## config.mk

```make
export PLATFORM = sky130hd
export DESIGN_NAME = dense_layer_seq
export DESIGN_NICKNAME = d
export VERILOG_FILES = /design/src/rtl/dense_layer_seq.sv
export SDC_FILE = /design/constraint.sdc
export NUM_CORES = 1
export LEC_CHECK = 0
export CAP_MARGIN = 20
export CORE_AREA = 5 5 545 547
export CTS_BUF_LIST = sky130_fd_sc_hd__clkbuf_2
export CTS_CLUSTER_DIAMETER = 60
export DETAILED_ROUTE_END_ITERATION = 10
export DIE_AREA = 0 0 550 552
export GPL_ROUTABILITY_DRIVEN = 0
export MAX_ROUTING_LAYER = met4
export SLEW_MARGIN = 0
export SYNTH_ARGS = -nofsm -noshare
export SYNTH_HDL_FRONTEND = slang
export SYNTH_SLANG_ARGS = --single-unit
```

## constraint.sdc

```tcl
create_clock -name clk -period 11.3 [get_ports clk]
set_clock_uncertainty 0.2 [all_clocks]
set_input_delay 2.26 -clock clk [delete_from_list [all_inputs] [get_ports clk]]
set_output_delay 2.26 -clock clk [all_outputs]
set_load 0.05 [all_outputs]
```

## src/rtl/dense_layer_seq.sv

```systemverilog
// dense_layer_seq: time-multiplexed dense layer with valid/ready handshakes.
//   dout[j] = act(sat((biases[j] + sum_i din[i]*weights[i][j]) >>> SHIFT))
// P MAC lanes are reused over G = D2/P output groups. Each group takes D1 edges.
//
// Ports:
//   clk, rst_n            clock (rising edge), asynchronous active-low reset
//   in_valid / in_ready   input handshake; din and relu_en are captured on accept
//   din       [D1*IN_W]   signed input vector, element i at bits [i*IN_W +: IN_W]
//   relu_en               per-vector ReLU enable
//   weights   [D1*D2*W_W] signed weights, weights[i][j] at [(i*D2+j)*W_W +: W_W]
//   biases    [D2*ACC_W]  signed biases at accumulator scale, element j at [j*ACC_W +: ACC_W]
//   out_valid / out_ready output handshake
//   dout      [D2*OUT_W]  signed result vector, element j at [j*OUT_W +: OUT_W]
//   sat_flag              at least one element of the current result was clamped
//   busy                  high in MAC or DONE
//
// state | meaning
// IDLE  | ready for a new vector
// MAC   | accumulating group g, input index i
// DONE  | result presented, waiting for out_ready
module dense_layer_seq #(
    parameter int D1    = 16,
    parameter int D2    = 8,
    parameter int P     = 2,
    parameter int IN_W  = 8,
    parameter int W_W   = 8,
    parameter int ACC_W = 24,
    parameter int OUT_W = 8,
    parameter int SHIFT = 0
) (
    input  logic                   clk,
    input  logic                   rst_n,
    input  logic                   in_valid,
    output logic                   in_ready,
    input  logic [D1*IN_W-1:0]     din,
    input  logic                   relu_en,
    input  logic [D1*D2*W_W-1:0]   weights,
    input  logic [D2*ACC_W-1:0]    biases,
    output logic                   out_valid,
    input  logic                   out_ready,
    output logic [D2*OUT_W-1:0]    dout,
    output logic                   sat_flag,
    output logic                   busy
);

    localparam int G  = D2 / P;
    localparam int IW = (D1 > 1) ? $clog2(D1) : 1;
    localparam int GW = (G > 1) ? $clog2(G) : 1;
    localparam logic [IW-1:0] I_LAST = IW'(D1 - 1);
    localparam logic [GW-1:0] G_LAST = GW'(G - 1);
    localparam int OMAX_I = (1 << (OUT_W - 1)) - 1;
    localparam int OMIN_I = -(1 << (OUT_W - 1));
    localparam logic signed [ACC_W-1:0] OMAX = ACC_W'(OMAX_I);
    localparam logic signed [ACC_W-1:0] OMIN = ACC_W'(OMIN_I);

    if (D2 % P != 0) begin : g_chk_lanes
        $error("dense_layer_seq: D2 must be a multiple of P");
    end
    if (ACC_W < IN_W + W_W + $clog2(D1) + 1) begin : g_chk_acc
        $error("dense_layer_seq: ACC_W too narrow for worst-case sum");
    end

    typedef enum logic [1:0] {IDLE, MAC, DONE} state_t;

    state_t                   state_q, state_d;
    logic [D1*IN_W-1:0]       din_q, din_d;
    logic                     relu_q, relu_d;
    logic signed [ACC_W-1:0]  acc_q [P];
    logic signed [ACC_W-1:0]  acc_d [P];
    logic [IW-1:0]            i_q, i_d;
    logic [GW-1:0]            g_q, g_d;
    logic [D2*OUT_W-1:0]      dout_q, dout_d;
    logic                     sat_q, sat_d;

    logic signed [IN_W+W_W-1:0] prod_w [P];
    logic signed [ACC_W-1:0]    sum_w  [P];
    logic signed [ACC_W-1:0]    shr_w  [P];
    logic [OUT_W-1:0]           res_w  [P];
    logic                       sat_w  [P];
    logic                       any_sat_w;

    // Per-lane datapath: full-precision product, wrapping accumulate, then
    // shift -> ReLU -> clamp on the running sum (only used on the last i).
    always_comb begin
        any_sat_w = 1'b0;
        for (int l = 0; l < P; l++) begin
            prod_w[l] = $signed(din_q[int'(i_q)*IN_W +: IN_W])
                      * $signed(weights[(int'(i_q)*D2 + int'(g_q)*P + l)*W_W +: W_W]);
            sum_w[l]  = acc_q[l] + ACC_W'(prod_w[l]);
            shr_w[l]  = sum_w[l] >>> SHIFT;
            if (relu_q && (shr_w[l] < 0)) begin
                shr_w[l] = '0;
            end
            sat_w[l] = 1'b0;
            res_w[l] = shr_w[l][OUT_W-1:0];
            if (shr_w[l] > OMAX) begin
                res_w[l] = OMAX[OUT_W-1:0];
                sat_w[l] = 1'b1;
            end else if (shr_w[l] < OMIN) begin
                res_w[l] = OMIN[OUT_W-1:0];
                sat_w[l] = 1'b1;
            end
            any_sat_w = any_sat_w | sat_w[l];
        end
    end

    always_comb begin
        state_d   = state_q;
        din_d     = din_q;
        relu_d    = relu_q;
        acc_d     = acc_q;
        i_d       = i_q;
        g_d       = g_q;
        dout_d    = dout_q;
        sat_d     = sat_q;
        in_ready  = 1'b0;
        out_valid = 1'b0;
        busy      = 1'b0;
        case (state_q)
            IDLE: begin
                in_ready = 1'b1;
                if (in_valid) begin
                    din_d  = din;
                    relu_d = relu_en;
                    for (int l = 0; l < P; l++) begin
                        acc_d[l] = biases[l*ACC_W +: ACC_W];
                    end
                    i_d     = '0;
                    g_d     = '0;
                    state_d = MAC;
                end
            end
            MAC: begin
                busy = 1'b1;
                for (int l = 0; l < P; l++) begin
                    acc_d[l] = sum_w[l];
                end
                i_d = i_q + 1'b1;
                if (i_q == I_LAST) begin
                    for (int l = 0; l < P; l++) begin
                        dout_d[(int'(g_q)*P + l)*OUT_W +: OUT_W] = res_w[l];
                    end
                    sat_d = sat_q | any_sat_w;
                    i_d   = '0;
                    if (g_q == G_LAST) begin
                        state_d = DONE;
                    end else begin
                        g_d = g_q + 1'b1;
                        // Preload the next group's biases so its first MAC edge adds onto them.
                        for (int l = 0; l < P; l++) begin
                            acc_d[l] = biases[((int'(g_q) + 1)*P + l)*ACC_W +: ACC_W];
                        end
                    end
                end
            end
            DONE: begin
                busy      = 1'b1;
                out_valid = 1'b1;
                if (out_ready) begin
                    sat_d   = 1'b0;
                    state_d = IDLE;
                end
            end
            default: begin
                state_d = IDLE;
            end
        endcase
    end

    always_ff @(posedge clk or negedge rst_n) begin
        if (!rst_n) begin
            state_q <= IDLE;
            din_q   <= '0;
            relu_q  <= 1'b0;
            i_q     <= '0;
            g_q     <= '0;
            dout_q  <= '0;
            sat_q   <= 1'b0;
            for (int l = 0; l < P; l++) begin
                acc_q[l] <= '0;
            end
        end else begin
            state_q <= state_d;
            din_q   <= din_d;
            relu_q  <= relu_d;
            i_q     <= i_d;
            g_q     <= g_d;
            dout_q  <= dout_d;
            sat_q   <= sat_d;
            for (int l = 0; l < P; l++) begin
                acc_q[l] <= acc_d[l];
            end
        end
    end

    assign dout     = dout_q;
    assign sat_flag = sat_q;

endmodule

```

; ---- Yosys cells after proc, flatten, opt, wreduce, memory -nomap -nowiden
; Index checks and enable logic that the tools add are counted.
[word_totals]
register_bits = 250
inputBits = 1349
out_inout_bits = 68
elab_cells = 96
[op_classes]
mul = 4
mux = 34
magnitude_cmp = 6
n_bitwise = 2
n_reduce_logical = 12
add_sub_neg = 11
eq_ne = 9
shift = 9
[op_table]
columns = op, count
row1 = indexed part select 1024 x 12 -> 8 bit, 1
row2 = indexed part select 1024 x 13 -> 8 bit, 1
row3 = indexed part select 192 x 11 -> 24 bit, 1
row4 = indexed part select 192 x 32 -> 24 bit, 1
row5 = 2-to-1 mux 48 bit, 3
row6 = bitwise mux 64 bit, 2
row7 = variable shift 8 x 33 -> 64 bit (first input constant), 2
row8 = indexed part select 128 x 8 -> 8 bit, 1
row9 = indexed part select 8 x 33 -> 64 bit, 2
row10 = case mux 48 bit (2 select lines), 1
row11 = adder 24 x 16 -> 24 bit, 2
row12 = > comparator 24 x 8 -> 1 bit (second input constant), 2
row13 = < comparator 24 x 1 -> 1 bit (second input constant), 2
row14 = < comparator 24 x 8 -> 1 bit (second input constant), 2
row15 = 2-to-1 mux 24 bit, 2
row16 = negation 6 -> 33 bit, 1
row17 = negation 7 -> 33 bit, 1
row18 = multiplier 8 x 8 -> 16 bit, 2
row19 = 2-to-1 mux 8 bit, 4
row20 = multiplier 31 x 3 -> 28 bit (second input constant), 1
row21 = 2-to-1 mux 2 bit, 7
row22 = != test 2 bit (second input constant), 5
row23 = adder 8 x 1 -> 9 bit (second input constant), 1
row24 = 2-to-1 mux 1 bit, 9
row25 = 23 further kinds, 31

; ---- Longest topological paths before layout
[logic_depth]
word_depth = 15
ltp_mapped = 29
ltp_nobuf = 24

; ---- Worst setup path after synthesis
; No wires, ideal clock.
[synth_timing]
path_kind = in2reg
start = input weights[1016]
end = register dout_q[40], in the netlist dout[40]
setup_ns = 0.067
required_time_ns = 11.033
t_arrival_ns = 9.330
setup_slack_ns = 1.703
cell_stages = 23
n_path_buf = 0
path_cell_list = mux4_2 mux4_2 mux4_2 and2_1 inv_2 fa_1 inv_1 fa_1 fa_1 fa_1 inv_1 fa_1 inv_1 ha_1 and3_1 a221oi_1 xor2_1 a2111o_1 a2111oi_2 nand4b_1 o41a_4 nor2_8 a221o_1
[synth_between]
elab_chain_len = 12
word_cells_on_any_way = 24
classes_between = add/sub (2) / mul (2) / order compare (6) / shift (4) / mux (8) / reduce/logical (2)
[synth_rtl]
columns = item, line_no
row1 = start: declaration, 37  ; input logic [D1*D2*W_W-1:0] weights,
row2 = indexed part select 1024 x 12 -> 8 bit, 88  ; * $signed(weights[(int'(i_q)*D2 + int'(g_q)*P + l)*W_W +: W_W]);
row3 = multiplier 8 x 8 -> 16 bit, 88
row4 = adder 24 x 16 -> 24 bit, 89  ; sum_w[l] = acc_q[l] + ACC_W'(prod_w[l]);
row5 = < comparator 24 x 1 -> 1 bit, 91  ; if (relu_q && (shr_w[l] < 0)) begin
row6 = logical AND 1 bit, 91
row7 = 2-to-1 mux 24 bit, 91
row8 = < comparator 24 x 8 -> 1 bit, 99  ; end else if (shr_w[l] < OMIN) begin
row9 = 2-to-1 mux 8 bit, 99
row10 = 2-to-1 mux 8 bit, 96  ; if (shr_w[l] > OMAX) begin
row11 = indexed part select 8 x 33 -> 64 bit, 141  ; dout_d[(int'(g_q)*P + l)*OUT_W +: OUT_W] = res_w[l];
row12 = bitwise mux 64 bit, 141
row13 = bitwise mux 64 bit (*), 141
row14 = end signal: assignment, 188  ; dout_q <= dout_d;
row15 = end: declaration, 72  ; logic [D2*OUT_W-1:0] dout_q, dout_d;
; Every way passes the cells marked *; elsewhere a longest branch is shown, timed or not.
; A chain may end at the register's enable or synchronous reset.

; ---- Final worst setup path
[layout_timing]
start = input weights[650]
end = register dout_q[57], in the netlist dout[57]
; Same word-level chain as after synthesis.

==> flow_summary.toml <==
[finish]
syn_to_final_growth_pct = 65.51
final_cells = 7992
nets = 5564
drive_gt1_share_pct = 21.58
final_util_pct = 17.52
final_area_um2 = 51160

[yosys]
yosysSeqAreaShare_pct = 20.24
ys.flop_type = "dfrtp_1"
syn_area_per_cell_um2 = 12.44
async_reset_ff_share_pct = 100.0
synthesis.area_um2 = 30910
ys_top_cells_by_count = "438 x mux4_2, 250 x dfrtp_1, 217 x inv_1"
synthCells = 2484
synth_cell_types = 94
synth_edf_count = 0
yosysTopAreaCell = "mux4_2"
yosys-top-cells-area = "mux4_2 32%, dfrtp_1 20%, fa_1 13%, mux2_2 5.5%, ha_1 4.9%"
yosysWarnings = 0
synth_top_area_share_pct = 31.92
synth_seq_cells = 250
synth.most_common_cell = "mux4_2"
synth_fp_nets = 4162

[sta]
maxClockFrequency_mhz = 99.02
setup_viol = 0
min_period_ps = 10100
rsz0062_at_grt = "no"
tightest_slew_ps = 1100
hold_violations = 0
tns_ps = 0
fin_ws_ps = 1202
report.final.slew_viol_count = 0
slew-limit-headroom_pct = 25.20
finalCritPeriodShare_pct = 89.37
whs_ps = 304.4

[power]
ir_worst_vdd_mv = 0.08437
p_leak_nw = 19.70
power_mw = 5.070
power-per-cell-area_nw_per_um2 = 99.12

[worst_setup_path]
cp_common_cell = "fa_1"
r2r_cells = 24
cp_max_fo = 8
critical_path_class = "primary input to register"
crit_slowest_cell = "mux4_2"
cp-start-kind = "primary input"
cp_cell_sequence = "clkdlybuf4s50_1, mux4_2, mux4_2, mux4_2, and2_1, fa_1, inv_1, fa_1, inv_1, buf_4, fa_1, fa_1, ha_1, ha_1, and4_1, a221oi_1, buf_4, a31oi_1, o31ai_1, and4_1, a41o_1, nor2_1, a221o_1"
worstPathRequired_ps = 12060
setup.worst_path.end_class = "register"
cp_data_arrival_time_ps = 10860
max_stage_delay_ps = 730

[clock_network]
insertion_delay_ps = 1170
clk_pin_slew_ps = 110
h-tree-depth = 3
ctsRootBufferMaster = "clkbuf_2"
cts_setup_buffers = 0
clkSinkCount = 250
tritoncts = "built"
clockBufferDepth = 3
postCtsResizedCells = 0
numCtsBuffers = 70
cts_hold_buf = 0

[job]
max-cap-violations = 0

[global_route]
first_global_vias = 32850
gr-total-overflow = 0
use_met3_pct = 5.312
grt_max_degree = 90
grtUsageMet1_pct = 19.57
grt_pass1_wl_um = 347100
gr-max-usage-layer = "met2"
antenna_found_initial = 213
met2_usage_pct = 30.51
grt_usage_pct = 18.10

[floorplan]
die_x_um = 550
dieArea_um2 = 303600
ios = 1417
initial_core_util_pct = 10.58
row_count = 199
core_um2 = 292100
die_h_um = 552

[run_status]
status = "completed"

[drt]
antenna_left = 0
via_count = 31310
drt_pass1_iterations = 6
post_drt_via_cell_ratio = 3.917
drc = 0
wl_um = 278400
wl_per_cell_um = 34.83
drtIter0Drc = 2619

[min_path]
hold_path.class = "register to register"
whs_path_depth = 2

[placed_design]
placed_area_um2 = 50140
dpl.hpwl_um = 249300
numPortBuffers = 1416
dp_slack_ps = 147.4
dp.cells = 7730
==> placed cells by master, fill, tap and decap left out, types with 90 or more instances in the layout <==
cell / synthesis / layout
clkdlybuf4s50_1: 0 / 1411
mux4_2: 438 / 438
dfrtp_1: 250 / 244
inv_1: 217 / 217
fa_1: 208 / 208
mux2_2: 152 / 152
diode_2: 0 / 139
nand2_1: 139 / 138
ha_1: 121 / 120
nor2_1: 102 / 101
buf_4: 4 / 92
clkbuf_2: 0 / 90
==> flip-flops by register name (all words and copies together), names as in the netlist <==
signal    count
sat_flag      1
din_q       128
dout         64
state_q       2
i_q           4
g_q           2
relu_q        1
acc_q        48
==> report_power, final <==
group | internal [mW] | switching [mW]
sequential | 1.03 | 0.131
combinational | 1.40 | 1.81
clock | 0.244 | 0.459
total | 2.67 | 2.40
==> path summary, 6_finish.rpt <==
check                                   from          to  slack [ps]
worst max-delay path            weights[650]    dout[57]        1200
worst min-delay path                dout[63]    dout[63]         300
worst max register to register        g_q[0]     dout[2]        1560
worst min register to register      dout[63]    dout[63]         300
max in group asynchronous              rst_n    dout[16]        7970
min in group asynchronous              rst_n  din_q[111]         820
==> metal layers <==
metal  vias up  part of all wire, %
met5         -                    0
met4         0                  5.7
met3       467                  8.6
met2      2042                   49
met1     16170                   36
li1      12630                    -
==> kinds of logic (layout without fill, tap and decap cells) <==
| logic type | Yosys count | after routing | synth area share (%) |
|---|---|---|---|
| xor+xnor | 37 | 37 | 1.093 |
| fa+ha+maj | 329 | 329 | 18.37 |
| mux | 629 | 629 | 38.72 |
| compound gates | 412 | 412 | 9.513 |
| simple gates | 421 | 421 | 6.801 |
| buf+inv | 406 | 1856 | 5.267 |
| other cells | 0 | 139 | 0 |
| flops | 250 | 250 | 20.24 |
==> cell type report <==
class                      count  area [um^2]
clock inverter                31        165.2
antenna                      139        347.8
fill                       32070       240900
inverter                     220        825.8
timing repair buffer        1516        15070
clock buffer                  89        445.4
sequential                   250         6276
tap                         3919         4903
multi-input combinational   1828        23120
==> worst max-delay path: cells and delay by family <==
family	cells	cell delay [ps]
and+or+nand+nor	4	990
adders and majority gates	6	2840
muxes	3	1870
AOI/OAI and AO/OA	5	1410
buffers and inverters	5	1410
Power figures use the tool's default switching activity.
